## config.mk

```make
export PLATFORM = sky130hd
export DESIGN_NAME = cfg_afu_reset_seq
export DESIGN_NICKNAME = d
export VERILOG_FILES = /design/src/rtl/cfg_afu_reset_seq.sv
export SDC_FILE = /design/constraint.sdc
export NUM_CORES = 1
export LEC_CHECK = 0
export BUFFER_PORTS_ARGS = -buffer_cell sky130_fd_sc_hd__buf_2
export CORE_MARGIN = 2
export CORE_UTILIZATION = 30
export DETAILED_ROUTE_END_ITERATION = 12
export RECOVER_POWER = 100
export SETUP_SLACK_MARGIN = 0.5
export SYNTH_ARGS = -nofsm -noshare
export SYNTH_HDL_FRONTEND = slang
export SYNTH_SLANG_ARGS = --single-unit
```

## constraint.sdc

```tcl
create_clock -name clock -period 3.4 [get_ports clock]
set_input_delay 0.51 -clock clock [delete_from_list [all_inputs] [get_ports clock]]
set_output_delay 0.51 -clock clock [all_outputs]
set_load 0.02 [all_outputs]
```

## src/rtl/cfg_afu_reset_seq.sv

```systemverilog
`default_nettype none
// ============================================================================
//  Module      : cfg_afu_reset_seq
//  Description : Sequences OpenCAPI function-1 resets toward the AFU. A reset
//                request quiesces the AFU, holds afu_reset for the advertised
//                duration, releases it and reports completion. A function
//                reset arriving during an AFU-control reset escalates it.
//  Revision    : 1.0  initial release
// ============================================================================
module cfg_afu_reset_seq #(
  parameter int UNIT_LOG2       = 4,
  parameter int QUIESCE_TIMEOUT = 1024
) (
  input  logic       clock,
  input  logic       reset,
  input  logic       func_reset_req,
  input  logic       afu_reset_req,
  input  logic [7:0] ofunc_reset_duration,
  input  logic [7:0] octrl00_reset_duration,
  input  logic       afu_quiesced,
  output logic       afu_reset,
  output logic       func_reset_active,
  output logic       afu_reset_active,
  output logic       reset_done,
  output logic       quiesce_timeout
);

  // Hold counter must cover 255 units of 2^UNIT_LOG2 cycles.
  localparam int HOLD_W = 8 + UNIT_LOG2;
  // Quiesce counter only ever reaches QUIESCE_TIMEOUT-1, so it never wraps.
  localparam int QCNT_W = (QUIESCE_TIMEOUT > 2) ? $clog2(QUIESCE_TIMEOUT) : 1;
  localparam logic [QCNT_W-1:0] QCNT_LAST = QCNT_W'(QUIESCE_TIMEOUT - 1);
  localparam logic [HOLD_W-1:0] HOLD_ONE  = HOLD_W'(1);

  typedef enum logic [2:0] {
    S_POR     = 3'd0,
    S_IDLE    = 3'd1,
    S_QUIESCE = 3'd2,
    S_ASSERT  = 3'd3,
    S_RELEASE = 3'd4
  } state_t;

  typedef enum logic {
    KIND_FUNC = 1'b0,
    KIND_AFU  = 1'b1
  } kind_t;

  state_t            state;
  kind_t             kind;
  logic [HOLD_W-1:0] hold_cnt;
  logic [QCNT_W-1:0] quiesce_cnt;

  // A duration of zero still gives one unit of reset.
  function automatic logic [HOLD_W-1:0] hold_load(input logic [7:0] dur);
    logic [7:0] units;
    units = (dur == 8'd0) ? 8'd1 : dur;
    return HOLD_W'(units) << UNIT_LOG2;
  endfunction

  logic [HOLD_W-1:0] func_hold;
  logic [HOLD_W-1:0] kind_hold;
  logic              escalate;

  // Durations are only consumed at the moment the hold counter is loaded.
  always_comb begin
    func_hold = hold_load(ofunc_reset_duration);
    kind_hold = (kind == KIND_FUNC) ? func_hold : hold_load(octrl00_reset_duration);
    escalate  = func_reset_req && (kind == KIND_AFU);
  end

  // Sequencer: state, kind, counters and all registered outputs.
  always_ff @(posedge clock or posedge reset) begin
    if (reset) begin
      state             <= S_POR;
      kind              <= KIND_FUNC;
      hold_cnt          <= '0;
      quiesce_cnt       <= '0;
      afu_reset         <= 1'b1;
      func_reset_active <= 1'b1;
      afu_reset_active  <= 1'b0;
      reset_done        <= 1'b0;
      quiesce_timeout   <= 1'b0;
    end else begin
      reset_done      <= 1'b0;
      quiesce_timeout <= 1'b0;
      case (state)
        S_POR: begin
          // Power-on: AFU is already held in reset, so skip the quiesce wait.
          hold_cnt  <= func_hold;
          afu_reset <= 1'b1;
          state     <= S_ASSERT;
        end

        S_IDLE, S_RELEASE: begin
          afu_reset         <= 1'b0;
          func_reset_active <= 1'b0;
          afu_reset_active  <= 1'b0;
          if (func_reset_req) begin
            // Function reset wins; a simultaneous AFU request is absorbed.
            kind              <= KIND_FUNC;
            func_reset_active <= 1'b1;
            state             <= S_QUIESCE;
          end else if (afu_reset_req) begin
            kind             <= KIND_AFU;
            afu_reset_active <= 1'b1;
            state            <= S_QUIESCE;
          end else begin
            state <= S_IDLE;
          end
        end

        S_QUIESCE: begin
          if (escalate) begin
            // Upgrade to a function reset and restart the quiesce wait.
            kind              <= KIND_FUNC;
            func_reset_active <= 1'b1;
            afu_reset_active  <= 1'b0;
            quiesce_cnt       <= '0;
          end else if (afu_quiesced) begin
            hold_cnt    <= kind_hold;
            quiesce_cnt <= '0;
            afu_reset   <= 1'b1;
            state       <= S_ASSERT;
          end else if (quiesce_cnt == QCNT_LAST) begin
            // AFU never drained; reset it anyway and flag the timeout.
            hold_cnt        <= kind_hold;
            quiesce_cnt     <= '0;
            quiesce_timeout <= 1'b1;
            afu_reset       <= 1'b1;
            state           <= S_ASSERT;
          end else begin
            quiesce_cnt <= quiesce_cnt + QCNT_W'(1);
          end
        end

        S_ASSERT: begin
          if (escalate) begin
            // AFU is already in reset: just restart the hold with the function duration.
            kind              <= KIND_FUNC;
            func_reset_active <= 1'b1;
            afu_reset_active  <= 1'b0;
            hold_cnt          <= func_hold;
          end else if (hold_cnt == HOLD_ONE) begin
            hold_cnt          <= '0;
            afu_reset         <= 1'b0;
            reset_done        <= 1'b1;
            func_reset_active <= 1'b0;
            afu_reset_active  <= 1'b0;
            state             <= S_RELEASE;
          end else begin
            hold_cnt <= hold_cnt - HOLD_ONE;
          end
        end

        default: begin
          afu_reset <= 1'b1;
          state     <= S_POR;
        end
      endcase
    end
  end

endmodule
`default_nettype wire

```

==> flow_summary.ini <==
[status]
status = finished with violations
violations = max-capacitance violations, max-slew violations

[floorplanning]
die_y_um = 86.3
dieWidth_um = 86.3
core_area_um2 = 6460
ios = 26
rows = 29
start_util_pct = 31.4
die-area_um2 = 7440

[clock_network]
cts_hold_buffers = 0
cts_setup_buffers = 0
clock_latency_ns = 0.29
numCtsBuffers = 5
clockBufferDepth = 2
cts_tree = built
ctsResizeCount = 0
clock_sinks = 31
clkTransAtPathRegs_ns = 0.08
root_buffer = clkbuf_8
cts_max_level = 2

[yosys]
syn_area_per_cell_um2 = 8.57
syn_nets = 261
synth.top_cell.area_share_pct = 35.7
ys_seq_area_share_pct = 38.3
synth_area_um2 = 2030
synthArstFlopShare_pct = 100
synth_flop_cell = dfrtp_1
ys_ff_latch = 31
synth_cell_types = 53
yosys_warnings = 0
synthCells = 237
yosysTopAreaCell = dfrtp_1
synth_area_leaders = dfrtp_1, nand2_1, a22o_1, o21ai_0, nor3_1
synth_edf_count = 0

[detailed_routing]
via_per_inst = 5.58
firstDrtPassIters = 4
drt_iter0_drc = 127
wire_per_inst_um = 15.0
ant_nets = 0
postRouteWirelength_mm = 5.03
vias = 1876
post-route-drc-count = 0

[power]
swShare_pct = 43.9
power_density_nw_per_um2 = 770
internal_power_uw = 986
switching_power_uw = 772
pwr-share-comb_pct = 45.7
leakagePower_uw = 0.000951
peakVddDrop_uv = 362
p_clk_share_pct = 17.0
p_seq_share_pct = 37.3

[timing]
tns_ns = 0
finalSetupViolations = 0
fin_crit_ns = 2.62
skew_ns = 0.00795
finalHoldViolCount = 0
final_max_slew_viol_count = 32
tightest_slew_ns = 1.71
rsz0062_at_grt = no
fin_crit_sh_pct = 77.1
clock.fmax_ghz = 0.381
max-slew-margin-rel_pct = -14.0

[critical_path]
cp.buffers_inverters = 1
worst_path_max_delay_cell = o31ai_1
critPathTopFamily = compound AO/OA/AOI/OAI gates
cp_max_fo = 17
crit_required_ns = 3.58
end_kind = flip-flop
startpoint_type = flip-flop
path_class = reg2reg
arrival_ns = 2.80
slowest_delay_ns = 0.81
path_cells = or3b_1 > o31ai_1 > buf_4 > a21oi_1 > a21o_1

[place]
hpwl_mm = 3.62
io_buffers = 25
place_congestion = 0.825

[final_layout]
post-route-util_pct = 35.3
layout_commonest_cell = nand2_1
syn_to_final_growth_pct = 12.4
final_cell_mix = nand2_1, dfrtp_1, o21ai_0, buf_2
antennaDiodeCount = 0
drive_above_1_share_pct = 14.7
nNetsFinal = 282
fillCellCount = 689

[global_route]
grt_pass1_vias = 1778
track_usage_pct = 14.3
grt_remaining_overflow = 0
grt_max_degree = 32
grt_pass1_wl_mm = 8.49
antenna_found_initial = 0

[job]
cap_viol_max_count = 1

[hold_path]
worstHoldPathType = reg2reg
cell usage after synthesis, types with 2 or more instances:
| cell | instances |
|---|---|
| ha_1 | 3 |
| o31ai_1 | 5 |
| and3_1 | 5 |
| o21bai_1 | 5 |
| nor2_1 | 11 |
| nand2_1 | 30 |
| dfrtp_1 | 29 |
| dfstp_2 | 2 |
| nor3_1 | 12 |
| o22ai_1 | 5 |
| a22o_1 | 12 |
| clkbuf_1 | 8 |
| o21a_1 | 3 |
| inv_1 | 7 |
| xor2_1 | 2 |
| nor4_1 | 4 |
| o21ai_0 | 20 |
| and2_0 | 2 |
| a31oi_1 | 2 |
| o31a_1 | 4 |
| buf_2 | 5 |
| a22oi_1 | 5 |
| a21o_1 | 3 |
| a21oi_1 | 11 |
| nand4_1 | 2 |
| nand3_1 | 5 |
| and2_1 | 3 |
| nand2b_1 | 2 |
| or3_1 | 4 |
| o211ai_1 | 3 |
layout make-up:
class | count | area (um^2) | share of cell area [%]
Clock buffer | 5 | 68.8 | 3.02
Clock inverter | 3 | 20.0 | 0.877
Inverter | 7 | 26.3 | 1.15
Multi-Input combinational cell | 185 | 1150 | 50.6
Sequential cell | 31 | 778 | 34.1
Tap cell | 77 | 96.3 | 4.22
Timing Repair Buffer | 28 | 138 | 6.03
flip-flops by register name (all words and copies together), names as in the netlist:
signal	count
afu_reset	1
afu_reset_active	1
func_reset_active	1
hold_cnt	12
kind	1
quiesce_cnt	10
quiesce_timeout	1
reset_done	1
state	3
power groups by stage:
stage	Combinational, uW	Sequential [uW]	Clock (uW)
global placement	805	655	0
floorplan	666	609	0
detailed placement	817	658	0
CTS	818	653	307
finish	803	656	298
global route	910	678	325
layer usage:
metal,GRT usage (%),up-vias,part of all wire [%],wire length [um]
li1,-,932,-,-
met1,19.8,889,48,2410
met2,21.9,48,46,2320
met3,2.86,7,4.7,234
met4,5.68,0,1.3,67
met5,0,-,0,0
logic make-up (layout without fill, tap and decap cells):
family                   Yosys count  after routing  synth area share (%)
AO/OA/AOI/OAI                     89             89                  30.6
multiplexers                       1              1                 0.493
AND/OR/NAND/NOR                   89             89                  22.9
adder cells (fa/ha/maj)            3              3                  1.85
flip-flops                        31             31                  38.3
buffers and inverters             21             43                  4.56
XOR/XNOR                           3              3                  1.29
through the flow:
step | worst slack [ns] | hold slack (ns) | power [uW] | area, um^2 | cells
6_report | 0.778 | 0.501 | 1760 | 2280 | 336
5_1_grt | 0.514 | 0.511 | 1910 | 2280 | 336
4_1_cts | 1.02 | 0.305 | 1780 | 2300 | 336
3_5_place_dp | 1.02 | 0.494 | 1470 | 2210 | 328
3_3_place_gp | 1.13 | 0.490 | 1460 | 2210 | 328
2_1_floorplan | 1.43 | 0.461 | 1270 | 2030 | 237
worst reg2reg max path, delay by kind of cell, from the launching register on:
family                 cells  cell delay (ns)
buffers and inverters      1             0.32
AO/OA/AOI/OAI              3             1.04
AND/OR/NAND/NOR            1             0.60
flip-flops                 1             0.57
worst paths after layout:
path / depth (start not counted) / from / end / slack [ns]
setup reg to reg: 5 / state[0] / hold_cnt[6] / 0.78
max in group asynchronous: 3 / reset / quiesce_cnt[2] / 1.60
hold reg to reg: 1 / quiesce_cnt[3] / quiesce_cnt[3] / 0.50
min in group asynchronous: 3 / reset / hold_cnt[3] / 0.81
setup / recovery: 5 / state[0] / hold_cnt[6] / 0.78
hold / removal: 1 / quiesce_cnt[3] / quiesce_cnt[3] / 0.50
Note: power is estimated with default switching activity, not from simulation.
